<file path="config.mk">
export PLATFORM = sky130hd
export DESIGN_NAME = wb_sdram_port_arbiter
export DESIGN_NICKNAME = d
export VERILOG_FILES = /design/src/rtl/wb_sdram_port_arbiter.sv
export SDC_FILE = /design/constraint.sdc
export NUM_CORES = 1
export LEC_CHECK = 0
export ABC_AREA = 1
export CORE_AREA = 2 2 124 126
export CTS_CLUSTER_SIZE = 8
export DETAILED_ROUTE_END_ITERATION = 6
export DIE_AREA = 0 0 126 128
export PLACE_DENSITY = 0.56
export REMOVE_ABC_BUFFERS = 1
export SLEW_MARGIN = 10
export SYNTH_ARGS = -nofsm -noshare
export SYNTH_HDL_FRONTEND = slang
export SYNTH_SLANG_ARGS = --single-unit
export TNS_END_PERCENT = 5
</file>
<file path="constraint.sdc">
create_clock -name wb_clk_i -period 1.9 [get_ports wb_clk_i]
set_input_delay 0.38 -clock wb_clk_i [delete_from_list [all_inputs] [get_ports wb_clk_i]]
set_output_delay 0.38 -clock wb_clk_i [all_outputs]
set_load 0.02 [all_outputs]
</file>
<file path="src/rtl/wb_sdram_port_arbiter.sv">
// rtl/wb_sdram_port_arbiter.sv - two-master round-robin Wishbone arbiter for the SDRAM slave port
// Optional stall watchdog enabled by defining WB_ARB_TIMEOUT_EN.
module wb_sdram_port_arbiter #(
  parameter int AW      = 32,
  parameter int DW      = 32,
  parameter int TIMEOUT = 1024
) (
  input  logic              wb_clk_i,
  input  logic              wb_rst_i,

  input  logic              m0_cyc_i,
  input  logic              m0_stb_i,
  input  logic              m0_we_i,
  input  logic [DW/8-1:0]   m0_sel_i,
  input  logic [AW-1:0]     m0_adr_i,
  input  logic [DW-1:0]     m0_dat_i,
  output logic [DW-1:0]     m0_dat_o,
  output logic              m0_ack_o,
  output logic              m0_err_o,

  input  logic              m1_cyc_i,
  input  logic              m1_stb_i,
  input  logic              m1_we_i,
  input  logic [DW/8-1:0]   m1_sel_i,
  input  logic [AW-1:0]     m1_adr_i,
  input  logic [DW-1:0]     m1_dat_i,
  output logic [DW-1:0]     m1_dat_o,
  output logic              m1_ack_o,
  output logic              m1_err_o,

  output logic              s_cyc_o,
  output logic              s_stb_o,
  output logic              s_we_o,
  output logic [DW/8-1:0]   s_sel_o,
  output logic [AW-1:0]     s_adr_o,
  output logic [DW-1:0]     s_dat_o,
  input  logic [DW-1:0]     s_dat_i,
  input  logic              s_ack_i,
  input  logic              s_err_i,

  output logic [1:0]        grant_o
);

  localparam int CW = $clog2(TIMEOUT + 1);

  typedef enum logic [1:0] {
    IDLE = 2'd0,
    OWN0 = 2'd1,
    OWN1 = 2'd2
  } state_t;

  state_t        state, state_nxt;
  logic          last, last_nxt;
  logic [1:0]    blk, blk_nxt;
  logic          req0, req1;
  logic          stall;
  logic          timeout;
  logic [CW-1:0] cnt;

  assign m0_dat_o = s_dat_i;
  assign m1_dat_o = s_dat_i;

  // A master cut off by the watchdog stays ineligible until it drops cyc.
  assign req0 = m0_cyc_i & ~blk[0];
  assign req1 = m1_cyc_i & ~blk[1];

  always_ff @(posedge wb_clk_i or posedge wb_rst_i) begin
    if (wb_rst_i) begin
      state <= IDLE;
      last  <= 1'b1;
      blk   <= 2'b00;
    end else begin
      state <= state_nxt;
      last  <= last_nxt;
      blk   <= blk_nxt;
    end
  end

  always_comb begin
    state_nxt = state;
    last_nxt  = last;
    blk_nxt[0] = blk[0] & m0_cyc_i;
    blk_nxt[1] = blk[1] & m1_cyc_i;
    case (state)
      IDLE: begin
        if (req0 && req1) begin
          if (last) begin
            state_nxt = OWN0;
            last_nxt  = 1'b0;
          end else begin
            state_nxt = OWN1;
            last_nxt  = 1'b1;
          end
        end else if (req0) begin
          state_nxt = OWN0;
          last_nxt  = 1'b0;
        end else if (req1) begin
          state_nxt = OWN1;
          last_nxt  = 1'b1;
        end
      end
      OWN0: begin
        if (timeout) begin
          state_nxt  = IDLE;
          blk_nxt[0] = m0_cyc_i;
        end else if (!m0_cyc_i) begin
          state_nxt = IDLE;
        end
      end
      OWN1: begin
        if (timeout) begin
          state_nxt  = IDLE;
          blk_nxt[1] = m1_cyc_i;
        end else if (!m1_cyc_i) begin
          state_nxt = IDLE;
        end
      end
      default: state_nxt = IDLE;
    endcase
  end

  // Slave-side mux; everything is gated by state so reset drops s_cyc_o at once.
  always_comb begin
    s_cyc_o  = 1'b0;
    s_stb_o  = 1'b0;
    s_we_o   = 1'b0;
    s_sel_o  = '0;
    s_adr_o  = '0;
    s_dat_o  = '0;
    m0_ack_o = 1'b0;
    m0_err_o = 1'b0;
    m1_ack_o = 1'b0;
    m1_err_o = 1'b0;
    grant_o  = 2'b00;
    case (state)
      OWN0: begin
        grant_o  = 2'b01;
        s_cyc_o  = m0_cyc_i & ~timeout;
        s_stb_o  = m0_stb_i & ~timeout;
        s_we_o   = m0_we_i;
        s_sel_o  = m0_sel_i;
        s_adr_o  = m0_adr_i;
        s_dat_o  = m0_dat_i;
        m0_ack_o = s_ack_i & ~timeout;
        m0_err_o = s_err_i | timeout;
      end
      OWN1: begin
        grant_o  = 2'b10;
        s_cyc_o  = m1_cyc_i & ~timeout;
        s_stb_o  = m1_stb_i & ~timeout;
        s_we_o   = m1_we_i;
        s_sel_o  = m1_sel_i;
        s_adr_o  = m1_adr_i;
        s_dat_o  = m1_dat_i;
        m1_ack_o = s_ack_i & ~timeout;
        m1_err_o = s_err_i | timeout;
      end
      default: ;
    endcase
  end

  assign stall = s_cyc_o & s_stb_o & ~s_ack_i & ~s_err_i;

`ifdef WB_ARB_TIMEOUT_EN
  localparam bit TO_EN = 1'b1;

  always_ff @(posedge wb_clk_i or posedge wb_rst_i) begin
    if (wb_rst_i) begin
      cnt <= '0;
    end else if (state == IDLE || s_ack_i || s_err_i || timeout) begin
      cnt <= '0;
    end else if (stall) begin
      cnt <= cnt + CW'(1);
    end
  end
`else
  localparam bit TO_EN = 1'b0;

  // No watchdog: a stalled slave keeps the grant for as long as it stalls.
  logic unused_stall;
  assign unused_stall = stall;
  assign cnt = '0;
`endif

  assign timeout = TO_EN && (state != IDLE) && (cnt == CW'(TIMEOUT));

endmodule

</file>
==> flow_summary.json <==
{
  "yosys-top-cells-count": "157 x nand2_1, 70 x a21oi_1, 64 x buf_4",
  "worst_slew_pin_slew_ns": 0.2423,
  "drtPass1Iterations": 4,
  "remaining_drc_errors": 0,
  "wl_per_cell_um": 17.33,
  "synth_most_common_cell": "nand2_1",
  "die_h_um": 128,
  "vias": 2930,
  "dieArea_mm2": 0.01613,
  "endpoint_kind": "output pin",
  "layout.nets": 715,
  "clkTransAtPathRegs_ns": 0.03,
  "setup_viol": 63,
  "hold_viol": 0,
  "post-place-ws_ns": -0.3758,
  "grt_pass1_vias": 2764,
  "hp-class": "in2async",
  "io_buffer_count": 222,
  "critPathLaunch": "state[0]",
  "startpoint_type": "flop",
  "ir_drop_uv": 713.5,
  "drive_gt1_frac": 0.3842,
  "dieWidth_um": 126,
  "synth_seq_area_share": 0.06491,
  "clk_latency_ns": 0.23,
  "crit_required_ns": 1.52,
  "rr_startpoint": "state[0]",
  "place_congestion": 0.7875,
  "path_max_fanout": 12,
  "grt_overflow": 0,
  "core_mm2": 0.01486,
  "yosys.cell_types.count": 17,
  "cts_tree": "done",
  "cts_sinks": 5,
  "crit_arrival_ns": 1.57,
  "fillers": 1621,
  "synth-seq-cells": 5,
  "violations": "negative setup slack",
  "yosys_warnings": 0,
  "grt_max_degree": 22,
  "outcome": "finished with violations",
  "synth_edf_count": 0,
  "powerDensity_mw_per_mm2": 1380,
  "fmax_ghz": 0.5124,
  "cts.hold.buffers_added": 0,
  "yosysTopAreaCell": "nand2_1",
  "io_pins": 319,
  "synth_ff_type": "dfrtp_1",
  "vias_per_cell": 4.075,
  "post-dp-hpwl_mm": 9.390,
  "grt_pass1_wl_mm": 17.29,
  "cts_root_buf": "clkbuf_16",
  "worstSetupPathType": "reg2out",
  "worst_slack_ns": -0.05172,
  "finalCritPeriodShare": 1.027,
  "drtIter0Drc": 87,
  "antenna_found_initial": 0,
  "start_util": 0.1310,
  "power.leakage_nw": 1.822,
  "relSlewSlack": 0.8391,
  "fin_cells": 719,
  "area_delta_synth_final_pct": 134.0,
  "diodes": 0,
  "syn-cell-area_mm2": 0.001947,
  "drv_slew": 0,
  "antenna_left": 0,
  "drv_cap": 0,
  "htreeDepth": 1,
  "routed_wl_mm": 12.46,
  "setup_tns_ns": -1.683,
  "numCtsBuffers": 3,
  "clock_path_buffers": 2,
  "ys_async_sr_fraction": 1.000,
  "row_count": 45,
  "layout_min_cycle_time_ns": 1.952,
  "yosys-top-cells-area": "nand2_1 30%, buf_4 25%, a21oi_1 18%, buf_6 6.9%, dfrtp_1 5.1%",
  "dp.cells": 709,
  "synth_top_cell_area_share": 0.3027,
  "syn_inst": 350,
  "rsz0062_at_grt": "yes",
  "fin_skew_ns": 0.001876,
  "avgSynthCellArea_um2": 5.562,
  "track_usage": 0.1410
}
layer usage:
layer | GRT usage | part of all wire | vias up
li1 | - | - | 1392
met1 | 0.1709 | 0.40 | 1294
met2 | 0.1961 | 0.42 | 230
met3 | 0.1102 | 0.17 | 10
met4 | 0.01228 | 0.0039 | 4
met5 | 0.08050 | 0.012 | -
layout by cell type, fill, tap and decap left out:
cell type        count
nand2_1            148
clkdlybuf4s50_1    145
buf_4               73
a21oi_2             60
buf_6               23
buf_12              13
inv_1               12
nand2_2             11
a21oi_1              8
dfrtp_1              4
inv_2                3
ha_4                 3
clkbuf_16            3
buf_16               3
buf_8                3
nand3_1              2
nand2_4              2
a21oi_4              2
ha_1                 2
dlygate4sd2_1        2
buf_2                2
o21ai_1              1
nand4_1              1
inv_6                1
nor2_2               1
nor2_1               1
clkbuf_1             1
dfstp_2              1
state kept, by name (all words and copies together), names as in the netlist:
| name | cells |
|---|---|
| blk | 2 |
| state | 2 |
| last | 1 |
layout make-up:
| type | count | area [um^2] | share of cell area |
|---|---|---|---|
| inverter | 16 | 65.06 | 0.01428 |
| clock buffer | 4 | 78.83 | 0.01730 |
| timing repair buffer | 264 | 2674 | 0.5869 |
| sequential | 5 | 126.4 | 0.02774 |
| multi-input combinational | 242 | 1376 | 0.3021 |
| tap | 188 | 235.2 | 0.05163 |
power breakdown:
part           internal [W]  switching [W]
Sequential         0.000146      0.0000201
Combinational       0.00273        0.00303
Clock              0.000279      0.0000746
Total               0.00316        0.00313
through the flow:
stage                     power (W)  instance area (um^2)  hold WS (ns)  utilization
after floorplan            0.002168                  1242        0.1578            -
after global placement     0.004998                  4123        0.4445       0.2774
after detailed placement   0.004970                  4123        0.4523       0.2774
after CTS                  0.005921                  4290        0.3681       0.2886
after global routing       0.006729                  4556        0.4012       0.3065
final                      0.006288                  4556        0.3581       0.3065
worst max-delay path, stage by stage (launching register included):
cell     delay [ns]
dfrtp_1        0.39
inv_2          0.12
ha_4           0.21
buf_12         0.15
buf_12         0.12
nand2_1        0.06
a21oi_2        0.14
buf_6          0.14
path summary, 6_finish.rpt:
kind | cells past startpoint | slack [ns] | to
max in group asynchronous | 2 | 1.29 | last
max reg2reg | 11 | 0.39 | state[1]
max | 7 | -0.05 | s_adr_o[24]
min reg2reg | 2 | 0.45 | blk[0]
min | 2 | 0.36 | state[0]
min in group wb_clk_i | 2 | 0.45 | blk[0]
repair_timing:
| item | CTS | global route |
|---|---|---|
| endpoints found under the hold margin | 0 | 0 |
| setup endpoints to repair | 77 | 74 |
| cloned | 3 | 0 |
| buffers inserted | 2 | 1 |
| gates resized for setup | 416 | 70 |
| pin swaps | 25 | 11 |
cells by family (layout without fill, tap and decap cells):
family	Yosys count	in the layout	synth area share
buffers and inverters	103	284	0.3927
AOI/OAI and AO/OA	71	71	0.1825
adders and majority gates	5	5	0.03213
DFF	5	5	0.06491
and+or+nand+nor	166	166	0.3278
Power figures use the tool's default switching activity.
